<file path="config.mk">
export PLATFORM = sky130hd
export DESIGN_NAME = isr_dispatch
export DESIGN_NICKNAME = d
export VERILOG_FILES = /design/src/rtl/isr_pkg.sv /design/src/rtl/isr_watchdog.sv /design/src/rtl/isr_dispatch.sv
export SDC_FILE = /design/constraint.sdc
export NUM_CORES = 1
export LEC_CHECK = 0
export ABC_AREA = 1
export BUFFER_PORTS_ARGS = -buffer_cell sky130_fd_sc_hd__buf_2
export CAP_MARGIN = 15
export CORE_ASPECT_RATIO = 0.7
export CORE_MARGIN = 2
export CORE_UTILIZATION = 40
export DETAILED_ROUTE_END_ITERATION = 12
export GPL_TIMING_DRIVEN = 0
export SLEW_MARGIN = 25
export SYNTH_ARGS = -nofsm -noshare
export SYNTH_HDL_FRONTEND = slang
export SYNTH_SLANG_ARGS = --single-unit
</file>
<file path="constraint.sdc">
create_clock -name clock -period 2.3 [get_ports clock]
set_input_delay 0.69 -clock clock [delete_from_list [all_inputs] [get_ports clock]]
set_output_delay 0.69 -clock clock [all_outputs]
set_load 0.05 [all_outputs]
</file>
<file path="src/rtl/isr_pkg.sv">
// isr_pkg: shared widths, defaults, state encoding and result payload for the
// integer-square-root dispatch front end (isr_dispatch, isr_watchdog).
package isr_pkg;

    localparam int unsigned ISR_VALUE_W           = 64;
    localparam int unsigned ISR_ROOT_W            = 32;
    localparam int unsigned ISR_SQ_W              = ISR_VALUE_W + 1;
    localparam int unsigned ISR_TIMEOUT_DEFAULT   = 700;
    localparam int unsigned ISR_MAX_RETRY_DEFAULT = 2;
    localparam int unsigned ISR_CNT_W_DEFAULT     = 10;

    typedef enum logic [2:0] {
        ST_IDLE    = 3'd0,
        ST_LAUNCH  = 3'd1,
        ST_BUSY    = 3'd2,
        ST_CHECK   = 3'd3,
        ST_DELIVER = 3'd4
    } isr_state_e;

    // One result as presented on the output stream.
    typedef struct packed {
        logic [ISR_ROOT_W-1:0]  result;
        logic [ISR_VALUE_W-1:0] value;
        logic                   err;
    } isr_result_t;

    // True when sq_lo <= value < sq_hi, all compared in 65-bit unsigned.
    function automatic logic isr_root_ok(input logic [ISR_VALUE_W-1:0] value,
                                         input logic [ISR_SQ_W-1:0]    sq_lo,
                                         input logic [ISR_SQ_W-1:0]    sq_hi);
        logic [ISR_SQ_W-1:0] v;
        v = ISR_SQ_W'(value);
        return (v >= sq_lo) && (v < sq_hi);
    endfunction

endpackage

</file>
<file path="src/rtl/isr_watchdog.sv">
// isr_watchdog: saturating cycle counter guarding one engine computation.
// Ports:
//   clock, reset  - system clock, synchronous active-high reset
//   clear         - zero the counter (has priority over enable)
//   enable        - count this cycle
//   timeout_c     - combinational: this enabled cycle brings the count to TIMEOUT
module isr_watchdog
    import isr_pkg::*;
#(
    parameter int unsigned TIMEOUT = ISR_TIMEOUT_DEFAULT,
    parameter int unsigned CNT_W   = ISR_CNT_W_DEFAULT
) (
    input  logic clock,
    input  logic reset,
    input  logic clear,
    input  logic enable,
    output logic timeout_c
);

    logic [CNT_W-1:0] count;

    // Counter saturates at TIMEOUT so a long stall can never wrap it.
    always_ff @(posedge clock) begin
        if (reset) begin
            count <= '0;
        end else if (clear) begin
            count <= '0;
        end else if (enable && (count != CNT_W'(TIMEOUT))) begin
            count <= count + CNT_W'(1);
        end
    end

    // Flag on the increment that reaches TIMEOUT, so the FSM reacts in the
    // same cycle rather than one cycle late.
    assign timeout_c = enable && (count == CNT_W'(TIMEOUT - 1));

endmodule

</file>
<file path="src/rtl/isr_dispatch.sv">
// isr_dispatch: initiator front end for the iterative integer-square-root engine.
// Accepts one 64-bit operand at a time, launches the engine, guards it with a
// watchdog and bounded retry, and presents root/operand/error on an output stream.
// Ports:
//   clock, reset             - system clock, synchronous active-high reset
//   in_valid/in_ready/in_value        - operand stream
//   isr_start/isr_value               - engine restart pulse (ORed with reset) and operand
//   isr_result/isr_done               - engine result and completion pulse
//   out_valid/out_ready/out_result/out_value/out_err - result stream
// Optional build macro ISR_DISPATCH_CHECK_EN adds a CHECK state that verifies
// r*r <= value < (r+1)^2 on successful results and flags out_err on mismatch.
module isr_dispatch
    import isr_pkg::*;
#(
    parameter int unsigned TIMEOUT   = ISR_TIMEOUT_DEFAULT,
    parameter int unsigned MAX_RETRY = ISR_MAX_RETRY_DEFAULT,
    parameter int unsigned CNT_W     = ISR_CNT_W_DEFAULT
) (
    input  logic                   clock,
    input  logic                   reset,
    input  logic                   in_valid,
    output logic                   in_ready,
    input  logic [ISR_VALUE_W-1:0] in_value,
    output logic                   isr_start,
    output logic [ISR_VALUE_W-1:0] isr_value,
    input  logic [ISR_ROOT_W-1:0]  isr_result,
    input  logic                   isr_done,
    output logic                   out_valid,
    input  logic                   out_ready,
    output logic [ISR_ROOT_W-1:0]  out_result,
    output logic [ISR_VALUE_W-1:0] out_value,
    output logic                   out_err
);

    localparam int unsigned RETRY_W = (MAX_RETRY == 0) ? 1 : $clog2(MAX_RETRY + 1);

`ifdef ISR_DISPATCH_CHECK_EN
    localparam isr_state_e SUCCESS_NEXT = ST_CHECK;
`else
    localparam isr_state_e SUCCESS_NEXT = ST_DELIVER;
`endif

    isr_state_e             state_q, state_d;
    logic                   in_ready_d;
    logic                   isr_start_q, isr_start_d;
    logic [ISR_VALUE_W-1:0] isr_value_d;
    logic [RETRY_W-1:0]     retry_q, retry_d;
    isr_result_t            held_q, held_d;
    isr_result_t            slot_q, slot_d;
    logic                   out_valid_d;
    logic                   wd_clear_c;
    logic                   wd_enable_c;
    logic                   wd_timeout_c;

    isr_watchdog #(
        .TIMEOUT (TIMEOUT),
        .CNT_W   (CNT_W)
    ) u_watchdog (
        .clock     (clock),
        .reset     (reset),
        .clear     (wd_clear_c),
        .enable    (wd_enable_c),
        .timeout_c (wd_timeout_c)
    );

`ifdef ISR_DISPATCH_CHECK_EN
    // Two-phase check: squares are registered first, compared the next cycle.
    logic [ISR_SQ_W-1:0] sq_lo_q;
    logic [ISR_SQ_W-1:0] sq_hi_q;
    logic [ISR_SQ_W-1:0] root_ext_c;
    logic [ISR_SQ_W-1:0] root_inc_c;
    logic                chk_eval_q;
    logic                root_ok_c;

    assign root_ext_c = ISR_SQ_W'(held_q.result);
    assign root_inc_c = root_ext_c + ISR_SQ_W'(1);

    always_ff @(posedge clock) begin
        if (reset) begin
            sq_lo_q    <= '0;
            sq_hi_q    <= '0;
            chk_eval_q <= 1'b0;
        end else begin
            chk_eval_q <= (state_q == ST_CHECK) && !chk_eval_q;
            if ((state_q == ST_CHECK) && !chk_eval_q) begin
                sq_lo_q <= root_ext_c * root_ext_c;
                sq_hi_q <= root_inc_c * root_inc_c;
            end
        end
    end

    assign root_ok_c = isr_root_ok(held_q.value, sq_lo_q, sq_hi_q);
`endif

    // State and datapath registers.
    always_ff @(posedge clock) begin
        if (reset) begin
            state_q     <= ST_IDLE;
            in_ready    <= 1'b0;
            isr_start_q <= 1'b0;
            isr_value   <= '0;
            retry_q     <= '0;
            held_q      <= '0;
            slot_q      <= '0;
            out_valid   <= 1'b0;
        end else begin
            state_q     <= state_d;
            in_ready    <= in_ready_d;
            isr_start_q <= isr_start_d;
            isr_value   <= isr_value_d;
            retry_q     <= retry_d;
            held_q      <= held_d;
            slot_q      <= slot_d;
            out_valid   <= out_valid_d;
        end
    end

    // Next-state and register-input logic.
    always_comb begin
        state_d     = state_q;
        isr_value_d = isr_value;
        retry_d     = retry_q;
        held_d      = held_q;
        slot_d      = slot_q;
        out_valid_d = out_valid;
        wd_clear_c  = 1'b0;
        wd_enable_c = 1'b0;

        // Slot drains on handshake; a DELIVER reload below overrides this.
        if (out_valid && out_ready) begin
            out_valid_d = 1'b0;
        end

        case (state_q)
            ST_IDLE: begin
                if (in_valid && in_ready) begin
                    isr_value_d = in_value;
                    state_d     = ST_LAUNCH;
                end
            end
            ST_LAUNCH: begin
                wd_clear_c = 1'b1;
                state_d    = ST_BUSY;
            end
            ST_BUSY: begin
                wd_enable_c = 1'b1;
                // A done pulse wins over a coincident timeout.
                if (isr_done) begin
                    held_d.result = isr_result;
                    held_d.value  = isr_value;
                    held_d.err    = 1'b0;
                    state_d       = SUCCESS_NEXT;
                end else if (wd_timeout_c) begin
                    if (retry_q == RETRY_W'(MAX_RETRY)) begin
                        held_d.result = '0;
                        held_d.value  = isr_value;
                        held_d.err    = 1'b1;
                        state_d       = ST_DELIVER;
                    end else begin
                        retry_d = retry_q + RETRY_W'(1);
                        state_d = ST_LAUNCH;
                    end
                end
            end
`ifdef ISR_DISPATCH_CHECK_EN
            ST_CHECK: begin
                if (chk_eval_q) begin
                    if (!root_ok_c) begin
                        held_d.err = 1'b1;
                    end
                    state_d = ST_DELIVER;
                end
            end
`endif
            ST_DELIVER: begin
                if (!out_valid || out_ready) begin
                    slot_d      = held_q;
                    out_valid_d = 1'b1;
                    retry_d     = '0;
                    state_d     = ST_IDLE;
                end
            end
            default: begin
                state_d = ST_IDLE;
            end
        endcase

        in_ready_d  = (state_d == ST_IDLE);
        isr_start_d = (state_d == ST_LAUNCH);
    end

    // Reset also restarts the engine so it never finishes a stale operand silently.
    assign isr_start  = isr_start_q | reset;
    assign out_result = slot_q.result;
    assign out_value  = slot_q.value;
    assign out_err    = slot_q.err;

endmodule

</file>
==> impl_results.md <==
- Die height: 140 um
- P_leak: 5.17 nW
- First-pass GRT wire length: 50.5 mm
- CP max stage delay: 0.54 ns
- Clk_lat worst skew: 0.54 ns
- Dpl hpwl: 23.5 mm
- Internal reg-to-reg setup slack: 0.15 ns
- First-pass iteration count of the detailed router: 5
- Mapped Area: 10600 um2
- Post-synthesis net count: 1397
- Final hold vios: 0
- Unrepaired setup endpoints after global routing: no
- Routed vias: 9745
- Final period util: 93.6%
- Design Area, Final: 13300 um2
- H-tree depth: 1
- Die width: 199 um
- Critical path fanouts, max: 10
- Min-Delay Path Class: primary input to flip-flop
- I/O Pins: 265
- Seq/Total Area, Yosys: 52.0%
- DR DRC count: 0
- Synth top area share: 52.0%
- Starting DRT DRC Count: 625
- Cells after synthesis: 1293
- Crit path required time: 2.75 ns
- Cell variety after synth: 27
- Slowest-stage cell, CP: buf_1
- Cell taking the most area after synthesis: dfxtp_1
- Status: finished clean
- Postcts setup bufs: 0
- Count of state elements after synthesis: 276
- All-layer global routing usage: 22.8%
- Final Skew: 0.0122 ns
- Slew @ Worst Pin: 0.806 ns
- Min Tclk post-route: 2.15 ns
- Starting density of the core: 41.0%
- Largest net degree at the start of global routing: 14
- Core Area: 25900 um2
- Sink Count: 276
- Pwr dens: 786 nW/um2
- Setup CP Type: flip-flop to flip-flop
- Mean post-synth cell area: 8.23 um2
- CTS tree: done
- Crit end category: flip-flop
- Final Util: 51.3%
- Top cells by area, synth: dfxtp_1, nand2_1, a21oi_1
- WL final: 32.3 mm
- Number of antenna violations at the first check in global routing: 2
- CP cell instances: nand2_1 > buf_2 > buf_1 > nand3_1 > a21oi_1
- Synthesis warning total: 0
- Via/cell ratio: 4.96
- Clock Path Buffers: 3
- Worst Slack Setup Final: 0.147 ns
- GRT overflow: 0
- Root Buffer: clkbuf_16
- Area growth syn-to-layout: 25.1%
- Placed inst area: 12400 um2
- Post-route ant nets: 0
- Num CTS Buffers: 28
- Max-cap violations: 0
- Die footprint: 27900 um2
- Max-Slew Margin vs Limit: 46.3%
- Placement Setup Slack: -0.535 ns
- Fmax achieved: 464 MHz
- Row cnt: 49
- Final Setup Violations: 0
- Fin. max-slew vios: 0
- Placer Congestion: 0.893
- Most frequent cells in the layout: buf_2, dfxtp_1, nand2_1
- Worst EP arrival: 2.60 ns
- Routed length per instance: 16.4 um
- Port bufs: 263
- Vias in the first global route: 9257
- Layout Nets: 1688
- Peak VDD IR: 0.488 mV
- CP Launch Type: flip-flop
- Most common cell after layout, fill and taps aside: buf_2
- Layout cells sized above 1: 28.7%
- Clock slew at reported path FFs: 0.06 ns
-- registers in the layout (all words and copies together), names as in the netlist, 2 cells and up --
name	count
held_q	97
retry_q	2
isr_value	64
state_q	3
out_result	32
out_value	64
u_watchdog.count	10
-- per-stage QoR --
step / hold WS, ns / power (mW) / std cells / setup TNS, ns
floorplan: 0.429 / 5.77 / 1293 / 0
global placement: 0.444 / 6.11 / 1913 / -21.28
detailed placement: 0.444 / 6.11 / 1913 / -25.83
CTS: 0.373 / 10.6 / 1962 / 0
global route: 0.386 / 10.8 / 1961 / 0
finish: 0.391 / 10.5 / 1963 / 0
-- cell type report --
class | count | area, um2
fill | 2642 | 12600
sequential | 276 | 5530
multi-input combinational | 888 | 4420
timing repair buffer | 263 | 1320
clock buffer | 43 | 868
buffer | 101 | 582
tap | 357 | 447
inverter | 26 | 97.6
clock inverter | 7 | 41.3
antenna | 2 | 5.00
-- cell usage after synthesis (all sizes together) --
master  instances
a21oi         210
nand4           3
clkbuf         48
nor3            3
inv            26
nand3         208
dfxtp         276
or2             2
nand2         244
o21ai          65
buf            55
xnor2           2
nor2          145
xor2            3
ha              3
-- kinds of logic after synthesis --
kind of cell | after synthesis | synth area share (%)
fa+ha+maj | 3 | 0.353
buf+inv | 129 | 6.47
simple gates | 605 | 26.4
flops | 276 | 52.0
compound gates | 275 | 14.4
xor+xnor | 5 | 0.412
-- worst max-delay path, delay by kind of cell, from the launching register on --
kind,cells,cell delay [ns]
buffers and inverters,2,0.98
AND/OR/NAND/NOR,2,0.60
flip-flops,1,0.31
AO/OA/AOI/OAI,1,0.17
-- per-layer routing --
layer | GRT usage (%) | routed length [um]
met3 | 4.65 | 2260
met5 | 0 | 0
met4 | 6.83 | 939
met2 | 34.8 | 13800
met1 | 32.4 | 15300
-- timing repair --
action	CTS	global route
hold buffers	0	0
setup endpoints to repair	1	1
resized for setup	4	0
-- path summary, 6_finish.rpt --
path / from / endpoint / depth (start not counted)
setup reg to reg: out_valid$_SDFF_PP0_ / out_result[30]$_SDFFE_PP0P_ / 5
setup / recovery: out_valid$_SDFF_PP0_ / out_result[30]$_SDFFE_PP0P_ / 5
hold reg to reg: out_value[52]$_SDFFE_PP0P_ / out_value[52]$_SDFFE_PP0P_ / 2
hold / removal: in_value[28] / isr_value[28]$_SDFFE_PP0P_ / 3
-- power breakdown --
group	internal [mW]	leakage [nW]	total, mW	switching, mW
Sequential	4.89	2.23	4.99	0.104
Clock	2.59	0.452	4.46	1.88
Combinational	0.267	2.48	1.01	0.740
Total	7.74	5.17	10.5	2.72
Power figures use the tool's default switching activity.
